--- src/rtl/sc_et_pkg.sv ---
// ---------------------------------------------------------------------------
// sc_et_pkg
// Shared types and helpers for the early-terminated SBC job sequencer.
//   state_e    : sequencer states (IDLE, CLEAR, RUN, DRAIN, HOLD)
//   clamp_prec : maps a requested precision onto the legal range 1..max_p
// ---------------------------------------------------------------------------
package sc_et_pkg;

  typedef enum logic [2:0] {
    IDLE  = 3'd0,
    CLEAR = 3'd1,
    RUN   = 3'd2,
    DRAIN = 3'd3,
    HOLD  = 3'd4
  } state_e;

  // A zero-length run is meaningless, and a run longer than the converter
  // width would overflow its estimate, so clamp into 1..max_p.
  function automatic int clamp_prec(input int p, input int max_p);
    int r;
    if (p == 32'sd0) begin
      r = 32'sd1;
    end else if (p > max_p) begin
      r = max_p;
    end else begin
      r = p;
    end
    return r;
  endfunction

endpackage

--- src/rtl/sc_et_ctrl_if.sv ---
// ---------------------------------------------------------------------------
// sc_et_ctrl_if
// Bundles the job request, converter/SNG control and result handshake of
// the sequencer.
//   slave  : the sequencer (sc_et_ctrl)
//   master : the surrounding front-end / converter slice
// Signals:
//   start_valid/start_ready/start_prec : job request handshake
//   abort                              : cancel running job
//   sbc_clr/sbc_en/sbc_done            : converter + SNG control
//   sbc_done_p2/sbc_bz                 : converter acknowledge and estimate
//   res_valid/res_ready/res_data/res_prec/res_err : result handshake
//   busy                               : sequencer not idle
// ---------------------------------------------------------------------------
interface sc_et_ctrl_if #(
  parameter int WIDTH = 8,
  parameter int PW    = $clog2(WIDTH + 1)
);
  logic             start_valid;
  logic             start_ready;
  logic [PW-1:0]    start_prec;
  logic             abort;
  logic             sbc_clr;
  logic             sbc_en;
  logic             sbc_done;
  logic             sbc_done_p2;
  logic [WIDTH-1:0] sbc_bz;
  logic             res_valid;
  logic             res_ready;
  logic [WIDTH-1:0] res_data;
  logic [PW-1:0]    res_prec;
  logic             res_err;
  logic             busy;

  modport slave (
    input  start_valid, start_prec, abort, sbc_done_p2, sbc_bz, res_ready,
    output start_ready, sbc_clr, sbc_en, sbc_done, res_valid, res_data,
           res_prec, res_err, busy
  );

  modport master (
    output start_valid, start_prec, abort, sbc_done_p2, sbc_bz, res_ready,
    input  start_ready, sbc_clr, sbc_en, sbc_done, res_valid, res_data,
           res_prec, res_err, busy
  );
endinterface

--- src/rtl/sc_et_ctrl.sv ---
// ---------------------------------------------------------------------------
// sc_et_ctrl
// Job sequencer for one progressive-precision stochastic-to-binary converter.
// A request with precision p clears the converter for one cycle, enables it
// for exactly 2^p cycles (done asserted on the last one), lets it settle for
// one cycle while the estimate is captured, then offers the result on a
// valid/ready port.
// Ports:
//   clk   : clock
//   rst_n : asynchronous active-low reset
//   bus   : sc_et_ctrl_if.slave (request, converter control, result)
// ---------------------------------------------------------------------------
module sc_et_ctrl
  import sc_et_pkg::*;
#(
  parameter int WIDTH = 8,
  parameter int PW    = $clog2(WIDTH + 1)
) (
  input  logic       clk,
  input  logic       rst_n,
  sc_et_ctrl_if.slave bus
);

  localparam logic [WIDTH:0] CNT_ONE = {{WIDTH{1'b0}}, 1'b1};

  state_e           state_q, state_d;
  logic [WIDTH:0]   cnt_q, cnt_d;       // one extra bit so 2^WIDTH fits
  logic [PW-1:0]    prec_q, prec_d;
  logic [WIDTH-1:0] res_data_q, res_data_d;
  logic [PW-1:0]    res_prec_q, res_prec_d;
  logic             res_err_q, res_err_d;
  logic             term_s;

  // Terminal RUN cycle: counter started at 1, so it equals 2^p on cycle 2^p.
  assign term_s = (cnt_q == (CNT_ONE << prec_q));

  // Control outputs decode straight from the state register.
  assign bus.start_ready = (state_q == IDLE);
  assign bus.sbc_clr     = (state_q == CLEAR);
  assign bus.sbc_en      = (state_q == RUN) && !bus.abort;
  assign bus.sbc_done    = (state_q == RUN) && term_s;
  assign bus.res_valid   = (state_q == HOLD);
  assign bus.busy        = (state_q != IDLE);
  assign bus.res_data    = res_data_q;
  assign bus.res_prec    = res_prec_q;
  assign bus.res_err     = res_err_q;

  // Next-state, counter and result-capture logic.
  always_comb begin
    state_d    = state_q;
    cnt_d      = cnt_q;
    prec_d     = prec_q;
    res_data_d = res_data_q;
    res_prec_d = res_prec_q;
    res_err_d  = res_err_q;
    case (state_q)
      IDLE: begin
        if (bus.start_valid) begin
          prec_d  = PW'(clamp_prec(int'(bus.start_prec), WIDTH));
          state_d = CLEAR;
        end else begin
          state_d = IDLE;
        end
      end
      CLEAR: begin
        if (bus.abort) begin
          state_d = IDLE;
        end else begin
          cnt_d   = CNT_ONE;
          state_d = RUN;
        end
      end
      RUN: begin
        if (bus.abort) begin
          state_d = IDLE;
        end else if (term_s) begin
          // A missing acknowledge is reported, never compensated by
          // extending the run.
          cnt_d     = cnt_q + CNT_ONE;
          res_err_d = ~bus.sbc_done_p2;
          state_d   = DRAIN;
        end else begin
          cnt_d = cnt_q + CNT_ONE;
        end
      end
      DRAIN: begin
        res_data_d = bus.sbc_bz;
        res_prec_d = prec_q;
        state_d    = HOLD;
      end
      HOLD: begin
        if (bus.res_ready) begin
          state_d = IDLE;
        end else begin
          state_d = HOLD;
        end
      end
      default: begin
        state_d = IDLE;
      end
    endcase
  end

  // State, counter, precision and result registers.
  always_ff @(posedge clk or negedge rst_n) begin
    if (!rst_n) begin
      state_q    <= IDLE;
      cnt_q      <= '0;
      prec_q     <= '0;
      res_data_q <= '0;
      res_prec_q <= '0;
      res_err_q  <= 1'b0;
    end else begin
      state_q    <= state_d;
      cnt_q      <= cnt_d;
      prec_q     <= prec_d;
      res_data_q <= res_data_d;
      res_prec_q <= res_prec_d;
      res_err_q  <= res_err_d;
    end
  end

endmodule

--- src/flat_wrapper.sv ---
// flat-port wrapper written by rule: the top's interface ports become plain ports
module sc_et_ctrl_flat import sc_et_pkg::*;
#(
  parameter int WIDTH = 8,
  parameter int PW    = $clog2(WIDTH + 1)
)
  (clk, rst_n, bus_start_valid, bus_start_prec, bus_abort, bus_sbc_done_p2, bus_sbc_bz, bus_res_ready, bus_start_ready, bus_sbc_clr, bus_sbc_en, bus_sbc_done, bus_res_valid, bus_res_data, bus_res_prec, bus_res_err, bus_busy);
  sc_et_ctrl_if #(.WIDTH(WIDTH), .PW(PW)) bus_i ();
  input  logic clk;
  input  logic rst_n;
  input wire logic [$bits(bus_i.start_valid)-1:0] bus_start_valid;
  input wire logic [$bits(bus_i.start_prec)-1:0] bus_start_prec;
  input wire logic [$bits(bus_i.abort)-1:0] bus_abort;
  input wire logic [$bits(bus_i.sbc_done_p2)-1:0] bus_sbc_done_p2;
  input wire logic [$bits(bus_i.sbc_bz)-1:0] bus_sbc_bz;
  input wire logic [$bits(bus_i.res_ready)-1:0] bus_res_ready;
  output wire logic [$bits(bus_i.start_ready)-1:0] bus_start_ready;
  output wire logic [$bits(bus_i.sbc_clr)-1:0] bus_sbc_clr;
  output wire logic [$bits(bus_i.sbc_en)-1:0] bus_sbc_en;
  output wire logic [$bits(bus_i.sbc_done)-1:0] bus_sbc_done;
  output wire logic [$bits(bus_i.res_valid)-1:0] bus_res_valid;
  output wire logic [$bits(bus_i.res_data)-1:0] bus_res_data;
  output wire logic [$bits(bus_i.res_prec)-1:0] bus_res_prec;
  output wire logic [$bits(bus_i.res_err)-1:0] bus_res_err;
  output wire logic [$bits(bus_i.busy)-1:0] bus_busy;
  assign bus_i.start_valid = bus_start_valid;
  assign bus_i.start_prec = bus_start_prec;
  assign bus_i.abort = bus_abort;
  assign bus_i.sbc_done_p2 = bus_sbc_done_p2;
  assign bus_i.sbc_bz = bus_sbc_bz;
  assign bus_i.res_ready = bus_res_ready;
  assign bus_start_ready = bus_i.start_ready;
  assign bus_sbc_clr = bus_i.sbc_clr;
  assign bus_sbc_en = bus_i.sbc_en;
  assign bus_sbc_done = bus_i.sbc_done;
  assign bus_res_valid = bus_i.res_valid;
  assign bus_res_data = bus_i.res_data;
  assign bus_res_prec = bus_i.res_prec;
  assign bus_res_err = bus_i.res_err;
  assign bus_busy = bus_i.busy;
  sc_et_ctrl #(.WIDTH(WIDTH), .PW(PW)) u_core (.clk(clk), .rst_n(rst_n), .bus(bus_i));
endmodule
--- config.mk ---
export PLATFORM = sky130hd
export DESIGN_NAME = sc_et_ctrl_flat
export DESIGN_NICKNAME = d
export VERILOG_FILES = /design/src/rtl/sc_et_pkg.sv /design/src/rtl/sc_et_ctrl_if.sv /design/src/rtl/sc_et_ctrl.sv /design/src/flat_wrapper.sv
export SDC_FILE = /design/constraint.sdc
export NUM_CORES = 1
export LEC_CHECK = 0
export CORE_UTILIZATION = 36
export CTS_CLUSTER_SIZE = 28
export DETAILED_ROUTE_END_ITERATION = 8
export GPL_TIMING_DRIVEN = 0
export PLACE_DENSITY_LB_ADDON = 0.05
export SLEW_MARGIN = 0
export SYNTH_ARGS = -nofsm -noshare
export SYNTH_HDL_FRONTEND = slang
export SYNTH_SLANG_ARGS = --single-unit
export TNS_END_PERCENT = 10
--- constraint.sdc ---
create_clock -name clk -period 2.51 [get_ports clk]
set_input_delay 0.502 -clock clk [delete_from_list [all_inputs] [get_ports clk]]
set_output_delay 0.502 -clock clk [all_outputs]
set_load 0.01 [all_outputs]
==> metrics.md <==
| Metric | Value |
|---|---|
| DIE HEIGHT | 67.5 um |
| Die area | 4550 um2 |
| Setup violations, final | 0 |
| Worst rel slew slack | 57.2% |
| P_leak | 0.968 nW |
| Max Fclk | 405 MHz |
| Slowest Stage Delay on Critical Path | 0.52 ns |
| Tot GR Track Use | 17.5% |
| Seq cells post-synth | 29 |
| Synth unique cells | 43 |
| Worst path bufs/invs | 2 |
| Util after Layout | 54.4% |
| Synth-to-layout area growth | 43.1% |
| Fin nets | 213 |
| Share of layout cells above drive strength 1 | 28.2% |
| DRC viols | 0 |
| Total grt overflow | 0 |
| Cells after synthesis | 141 |
| Initial Util | 38.0% |
| CP Capture Type | output port |
| First-pass GRT wire length | 5740 um |
| Bufs on Longest Clock Path | 2 |
| Row count | 23 |
| Max-Cap Viols | 0 |
| Clock Latency Late Sink | 0.27 ns |
| Final ANT Viol Nets | 0 |
| H-tree depth | 2 |
| Root Buffer | clkbuf_8 |
| Mapped Area | 1540 um2 |
| Worst-path cell chain | buf_6 -> or4b_4 -> o21ai_2 -> o221ai_2 -> nor4_2 -> buf_2 |
| Max IR drop VDD | 0.580 mV |
| PwrDens | 1210 nW/um2 |
| Iter 0 DRT Violations | 65 |
| FFs w/ async S/R, synth | 100% |
| Wirelength per Cell | 13.9 um |
| Total number of vias | 1213 |
| Num CTS Buffers | 5 |
| Critical Path Start Type | register |
| I/O pin cnt | 37 |
| Post-DP HPWL | 2380 um |
| CP required | 2.01 ns |
| Syn Area/Cell | 10.9 um2 |
| Final-report max-slew violation count | 0 |
| # port buffers | 36 |
| WS Path Type | register to output port |
| RSZ-0062 raised after global routing | true |
| Final WS setup | 0.0410 ns |
| Final RePlAce weighted congestion | 0.746 |
| CTS Hold Bufs | 0 |
| Post-synth EDFFs | 0 |
| Chip width | 67.5 um |
| Syn nets | 160 |
| Largest net degree at the start of global routing | 30 |
| Worst Hold Class | input pin to async pin |
| Final period demand of the worst path | 2.47 ns |
| Crit path max fanout | 3 |
| Final hold viol count | 0 |
| Clk_skew | 0.00631 ns |
| Vias in the first global route | 1232 |
| Top_reg_cell synth | dfrtp_1 |
| Slew @ Worst Pin | 0.642 ns |
| Post-synthesis sequential area ratio | 47.0% |
| CTS sink cnt | 29 |
| Top cell family by delay on the critical path | simple AND/OR/NAND/NOR gates |
| Clock slew at reported path FFs | 0.06 ns |
| Period utilisation layout | 98.4% |
| WL final | 3400 um |
| Slowest-stage cell, CP | or4b_4 |
| Vias/cell | 4.95 |
| Drt first pass iters | 4 |
| Worst slack at placement | -0.311 ns |
| CTS tree | done |
| Status | complete, no violations |
| Initial antenna violation count | 0 |
| WP data arrival | 1.97 ns |
| Antenna cells | 0 |
| Synth Warn # | 0 |
| Core Area | 4060 um2 |
==> state kept, by name, indices dropped and copies added (netlist names) <==
name                 cells
u_core.bus.res_data      8
u_core.bus.res_err       1
u_core.state_q           3
u_core.bus.res_prec      4
u_core.prec_q            4
u_core.cnt_q             9
==> worst reg2reg max path: stages, from the launching register on <==
cell and delay (ns):
dfrtp_1 0.37, buf_6 0.12, or4b_4 0.52, o21ai_2 0.08
o221ai_2 0.13, buf_4 0.16, nor4_4 0.29, mux2i_1 0.22
==> cells in the mapped netlist (all sizes together), types with 2 or more instances <==
library cell  count  area share [%]
nor2b             2            0.81
and2              2            0.81
nand2            13             3.2
dfrtp            29              47
nand3             2            0.65
o21a              2            0.97
nor3              3            0.97
nor4bb            3             1.9
mux2             13             9.5
nor2             13             3.2
nor3b             3             1.5
nand4             3             1.2
o21ai             6             2.2
buf               5             2.8
mux2i             2             1.3
nor4              2             1.8
nand2b            2            0.81
xor2              7             4.0
xnor2             4             2.3
clkbuf            2            0.49
inv               6             1.5
==> layout make-up <==
cell class | instances | area (um2)
plain buffers | 7 | 63.8
clock buffers | 7 | 86.3
clock inverters | 1 | 30.0
fillers | 360 | 1850
inverters | 6 | 22.5
multi-input cells | 99 | 791
flip-flops and latches | 29 | 727
well taps | 50 | 62.6
repair buffers | 46 | 425
==> report_power, final <==
| group | leakage, nW | switching, mW | internal, mW |
|---|---|---|---|
| Sequential | 0.367 | 0.143 | 0.645 |
| Clock | 0.0585 | 0.166 | 0.323 |
| Combinational | 0.542 | 0.609 | 0.795 |
| Total | 0.968 | 0.917 | 1.76 |
==> kinds of logic (layout without fill, tap and decap cells) <==
family          after synthesis  in the layout  share of synthesized area (%)
fa+ha+maj                     1              1                          0.811
compound gates               17             17                           9.33
simple gates                 55             55                           21.0
buf+inv                      13             67                           4.79
flops                        29             29                           47.0
mux                          15             15                           10.8
xor+xnor                     11             11                           6.24
==> metrics by stage <==
step                      cell area [um2]  hold WS (ns)  setup TNS (ns)  instances  total power [mW]
after CTS                            2170         0.508         -0.0246        243              2.64
final                                2210         0.244               0        245              2.68
after global placement               1970         0.468          -0.273        227              1.95
after global routing                 2210         0.284         -0.0617        245              2.88
after floorplan                      1540         0.206               0        141              1.49
after detailed placement             1970         0.484          -0.311        227              1.97
==> final timing paths <==
path	end	from	slack, ns	cells after the start
worst max register to register	u_core.bus.res_err	u_core.cnt_q[2]	0.53	7
max in group asynchronous	u_core.prec_q[1]	rst_n	1.80	1
worst max-delay path	bus_sbc_done	u_core.cnt_q[2]	0.04	6
worst min register to register	u_core.bus.res_prec[3]	u_core.bus.res_prec[3]	0.50	2
worst min-delay path	u_core.cnt_q[2]	rst_n	0.24	1
min in group clk	u_core.bus.res_prec[3]	u_core.bus.res_prec[3]	0.50	2
==> what timing repair did <==
item                       in CTS  in global routing
setup endpoints to repair       1                  1
buffers inserted                8                  2
gates cloned                    0                  0
pin swaps                       1                  2
resized for setup              11                  7
==> routing by layer <==
layer | GRT usage [%] | vias up | share of wire [%]
met2 | 27.2 | 40 | 50
li1 | - | 597 | -
met3 | 6.42 | 4 | 6.4
met5 | 0 | - | 0
met1 | 21.6 | 572 | 43
met4 | 7.18 | 0 | 1.2
==> cell usage in the layout, fill, tap and decap left out, types with 3 or more instances in the layout <==
master,synthesis,final
dfrtp_1,29,28
buf_6,3,5
nor3b_1,3,3
nand4_1,3,3
xnor2_1,4,4
nand2_1,13,13
clkbuf_8,0,6
buf_4,0,10
clkbuf_1,2,3
o21ai_0,5,5
inv_1,4,4
xor2_1,7,7
mux2_2,12,12
nor2_1,13,13
clkdlybuf4s50_1,0,34
Note: power is estimated with default switching activity, not from simulation.
